$ cat config.mk
export PLATFORM = sky130hd
export DESIGN_NAME = aes_round_ctrl
export DESIGN_NICKNAME = d
export VERILOG_FILES = /design/src/rtl/aes_pkg.sv /design/src/rtl/aes_rcon_gen.sv /design/src/rtl/aes_round_ctrl.sv
export SDC_FILE = /design/constraint.sdc
export NUM_CORES = 1
export LEC_CHECK = 0
export CORE_AREA = 2 2 357 359
export CTS_CLUSTER_SIZE = 28
export DETAILED_ROUTE_END_ITERATION = 7
export DIE_AREA = 0 0 359 361
export REMOVE_ABC_BUFFERS = 1
export SLEW_MARGIN = 10
export SYNTH_ARGS = -nofsm -noshare
export SYNTH_HDL_FRONTEND = slang
export SYNTH_SLANG_ARGS = --single-unit
$ cat constraint.sdc
create_clock -name clk -period 2.99 [get_ports clk]
set_input_delay 0.7475 -clock clk [delete_from_list [all_inputs] [get_ports clk]]
set_output_delay 0.7475 -clock clk [all_outputs]
set_load 0.05 [all_outputs]
$ cat src/rtl/aes_pkg.sv
// Shared AES control definitions: FSM states, widths and the GF(2^8) xtime helper.
// Used by aes_round_ctrl and the MixColumns datapath.
package aes_pkg;

  localparam int AES_BLK_W = 128;
  localparam int AES_NR    = 10;

  localparam logic [7:0] RCON_INIT = 8'h01;
  localparam logic [7:0] RCON_POLY = 8'h1b;

  typedef enum logic [1:0] {
    ST_IDLE  = 2'd0,
    ST_ROUND = 2'd1,
    ST_DONE  = 2'd2
  } aes_st_e;

  function automatic logic [7:0] xtime(input logic [7:0] b);
    return {b[6:0], 1'b0} ^ (b[7] ? RCON_POLY : 8'h00);
  endfunction

endpackage

$ cat src/rtl/aes_rcon_gen.sv
// Round counter and round-constant register for the AES round controller.
// load starts round 1 with RCON_INIT; step advances both by one round.
module aes_rcon_gen
  import aes_pkg::*;
(
  input  logic       clk,
  input  logic       rst,
  input  logic       load,
  input  logic       step,
  output logic [3:0] rnd,
  output logic [7:0] rcon,
  output logic       last
);

  logic [3:0] rnd_q, rnd_d;
  logic [7:0] rcon_q, rcon_d;

  always_comb begin
    rnd_d  = rnd_q;
    rcon_d = rcon_q;
    if (load) begin
      rnd_d  = 4'd1;
      rcon_d = RCON_INIT;
    end else if (step) begin
      rnd_d  = rnd_q + 4'd1;
      rcon_d = xtime(rcon_q);
    end
  end

  always_ff @(posedge clk) begin
    if (rst) begin
      rnd_q  <= 4'd0;
      rcon_q <= RCON_INIT;
    end else begin
      rnd_q  <= rnd_d;
      rcon_q <= rcon_d;
    end
  end

  assign rnd  = rnd_q;
  assign rcon = rcon_q;
  assign last = (rnd_q == 4'(AES_NR));

endmodule

$ cat src/rtl/aes_round_ctrl.sv
// AES-128 round sequencer: holds state/key registers, drives the external round datapath.
// Optional abort input enabled by defining AES_ABORT_EN.
module aes_round_ctrl
  import aes_pkg::*;
(
  input  logic                 clk,
  input  logic                 rst,
  input  logic                 in_valid,
  output logic                 in_ready,
  input  logic [0:AES_BLK_W-1] pt_in,
  input  logic [0:AES_BLK_W-1] key_in,
  output logic [0:AES_BLK_W-1] rnd_state,
  output logic [0:AES_BLK_W-1] rnd_key,
  output logic [7:0]           rnd_rcon,
  output logic                 rnd_last,
  input  logic [0:AES_BLK_W-1] rnd_result,
  input  logic [0:AES_BLK_W-1] rnd_next_key,
  output logic [0:AES_BLK_W-1] ct_out,
  output logic                 out_valid,
  input  logic                 out_ready
`ifdef AES_ABORT_EN
  ,
  input  logic                 abort
`endif
);

  aes_st_e fsm_q, fsm_d;

  logic [0:AES_BLK_W-1] st_q, st_d;
  logic [0:AES_BLK_W-1] key_q, key_d;

  logic       load, step, clr;
  logic [3:0] rnd;
  logic       last;

  always_comb begin
    fsm_d = fsm_q;
    st_d  = st_q;
    key_d = key_q;
    load  = 1'b0;
    step  = 1'b0;
    clr   = 1'b0;
    unique case (fsm_q)
      ST_IDLE: begin
        if (in_valid) begin
          st_d  = pt_in ^ key_in;
          key_d = key_in;
          load  = 1'b1;
          fsm_d = ST_ROUND;
        end
      end
      ST_ROUND: begin
        st_d  = rnd_result;
        key_d = rnd_next_key;
        step  = 1'b1;
        if (rnd == 4'(AES_NR)) fsm_d = ST_DONE;
      end
      ST_DONE: begin
        if (out_ready) fsm_d = ST_IDLE;
      end
      default: fsm_d = ST_IDLE;
    endcase
`ifdef AES_ABORT_EN
    // Abort drops the block entirely; the next accept starts from a clean slate.
    if (abort && fsm_q != ST_IDLE) begin
      fsm_d = ST_IDLE;
      st_d  = '0;
      key_d = '0;
      load  = 1'b0;
      step  = 1'b0;
      clr   = 1'b1;
    end
`endif
  end

  always_ff @(posedge clk) begin
    if (rst) begin
      fsm_q <= ST_IDLE;
      st_q  <= '0;
      key_q <= '0;
    end else begin
      fsm_q <= fsm_d;
      st_q  <= st_d;
      key_q <= key_d;
    end
  end

  aes_rcon_gen u_rcon (
    .clk  (clk),
    .rst  (rst | clr),
    .load (load),
    .step (step),
    .rnd  (rnd),
    .rcon (rnd_rcon),
    .last (last)
  );

  // Handshake outputs are forced low for as long as reset is held.
  assign in_ready  = !rst && (fsm_q == ST_IDLE);
  assign out_valid = !rst && (fsm_q == ST_DONE);
  assign rnd_last  = !rst && (fsm_q == ST_ROUND) && last;
  assign ct_out    = rst ? '0 : st_q;
  assign rnd_state = st_q;
  assign rnd_key   = key_q;

endmodule

==> metrics.csv <==
metric,value,unit
status,finished clean,
clk slew on worst S/H paths,60,ps
Synth area leaders,"dfxtp_1 (36%), a2111oi_2 (11%), nor2_1 (9.9%)",
drt pass-1 iters,5,
share of layout cells above drive strength 1,19.58,%
Slew @ Worst Pin,817.0,ps
"Top FF cell, synth",dfxtp_1,
cts bufs inserted,40,
FF-to-FF Start,fsm_q[0],
root buf cell,clkbuf_16,
post-layout util,21.77,%
"area leader, netlist",dfxtp_1,
Pwr per Cell Area,542.5,mW/mm^2
Syn Inst Count,1765,
cts repair resizes,0,
Yosys cell types,29,
Post-Syn Area,0.01481,sq mm
final design instance area without fill,0.02730,sq mm
Internal Power,9.149,mW
register bit total from synthesis,270,
Total GRT Usage,15.62,%
Max Transition Viols Final,0,
total congestion overflow,0,
post-synth top area share,36.49,%
chip height,361,microns
"Data required, critical path",2240,ps
Net Sw Frac,38.23,%
dpl hpwl,86960,microns
hold_sp,u_rcon.rcon[6],
Gate power share,36.4,%
Iteration-0 DRC Markers,1121,
CP max stage delay,930,ps
largest net degree at the start of global routing,111,
Setup crit start kind,register,
I/O pins,911,
final setup violation count,0,
# clock sinks,270,
post-synthesis sequential area ratio,36.49,%
Initial Util,11.81,%
initial antenna violation count,32,
nets,3135,
clock buffer depth,3,
vias per cell,3.902,
RSZ-0062 raised after global routing,no,
Die ar.,0.1296,sq mm
Via Count,16799,
GP Congestion,0.9530,
CTS tree,yes,
portion of total power attributed to sequential cells,29.6,%
period utilization,95.13,%
# hold bufs at CTS,0,
routed len/inst,24.78,microns
r2r setup slk,630,ps
"Setup Fix Bufs, Post-CTS",0,
first-pass GRT wire length,142500,microns
Max Cap Violations,0,
Routed Antenna Nets,0,
"top cells by count, synth","nor2_1 (392), dfxtp_1 (270), a21oi_1 (135)",
Clock H-tree levels,2,
Psw,5.662,mW
Rel. slew slack,45.14,%
warnings from Yosys,0,
CP Data Arrival Time,2100,ps
Clk pwr share,34.0,%
leakage,9.836,nW
CP Class,register to output pin,
vias in the first global route,16646,
crit-path cells,clkdlybuf4s50_1,
top-count cell post-synth,nor2_1,
placed inst area,0.02587,sq mm
Buffers on Ports,910,
worst vdd ir,0.0003461,V
syn avg cell area,8.393,sq um
fill count,13737,
worst-path fanout max,3,
Setup Skew,20.13,ps
minimum clock period,2844,ps
Total Wirelength,106700,microns
cell row count,130,
area added between synthesis and finish,84.29,%
"Max stage delay cell, worst path",clkdlybuf4s50_1,
"FFs w/ async S/R, synth",0,%
"CP delay by family, top",buffers and inverters,
Highest Clock Rate,351.6,MHz
hold crit path type,register to register,
drc violations,0,
"EDFF count, synth",0,
endpoints failing hold,0,
CP endpoint kind,output pin,
worst setup path startpoint,rnd_state[119],
Die Width,359,microns
WP buf/inv,1,
clk_lat worst skew,580,ps
placeable core area,0.1254,sq mm
==> flip-flops by register name, indices dropped and copies added, names as in the netlist <==
| signal | flops |
|---|---|
| u_rcon.rnd | 4 |
| rnd_state | 128 |
| u_rcon.rcon | 8 |
| fsm_q | 2 |
| rnd_key | 128 |
==> cell families after synthesis <==
kind of cell    share of synthesized area, %
simple gates                           33.48
compound gates                         17.23
flops                                  36.49
buf+inv                                4.772
xor+xnor                               7.863
fa+ha+maj                             0.1689
==> power groups by stage <==
stage	clock network, mW	logic [mW]	registers [mW]
floorplan	0	1.66	5.52
detailed placement	0	5.40	4.46
global route	5.31	5.64	4.43
global placement	0	5.38	4.46
CTS	5.21	5.42	4.39
finish	5.04	5.39	4.39
==> final timing paths <==
kind                                  endpoint  depth (start not counted)
worst min register to register  u_rcon.rcon[7]                          2
worst min-delay path            u_rcon.rcon[7]                          2
worst max register to register   rnd_state[27]                          5
worst max-delay path            rnd_state[119]                          1
==> per-layer routing <==
| metal | vias to the layer above | global-route usage, % | wire, microns |
|---|---|---|---|
| met5 | - | 0 | 12 |
| met4 | 2 | 2.697 | 1814 |
| met3 | 111 | 3.838 | 7663 |
| met2 | 763 | 25.58 | 49450 |
| met1 | 8187 | 20.88 | 47720 |
| li1 | 7736 | - | - |
==> layout by cell type (no fill, tap or decap), drive strengths merged <==
cell             n
nor3           129
nand3            1
o21ba            2
a2111oi        128
nor2           392
o21ai            1
a211oi           4
or3b           128
dfxtp          270
nor3b            2
xnor2          132
or2              1
buf            228
nand3b           3
or3              1
clkdlybuf4s50  744
nor2b          129
clkbuf          63
clkinvlp         1
xor2             1
ha               2
a21oi          135
diode            9
bufinv           2
nand2b         130
nand2           11
clkinv           5
inv              1
==> stage by stage <==
stage	total power, mW	instances	hold WS, ps	setup WS [ps]	TNS [ps]
3_5_place_dp	9.864	4224	466.7	322.2	0
3_3_place_gp	9.848	4224	457.9	311.7	0
5_1_grt	15.37	4299	502.1	26.27	0
6_report	14.81	4305	472.5	145.6	0
2_1_floorplan	7.181	1603	458.2	-8796	-1665440
4_1_cts	15.02	4295	472.8	8.973	0
==> final cells by class <==
type	count	area, sq um	area share [%]
antenna	9	22.52	0.08249
tap	1650	2064	7.562
clock buffer	63	1280	4.688
clock inverter	8	96.34	0.3529
multi-input combinational	1332	8722	31.95
sequential	270	5413	19.83
inverter	1	3.754	0.01375
timing repair buffer	972	9699	35.53
Note: power is estimated with default switching activity, not from simulation.
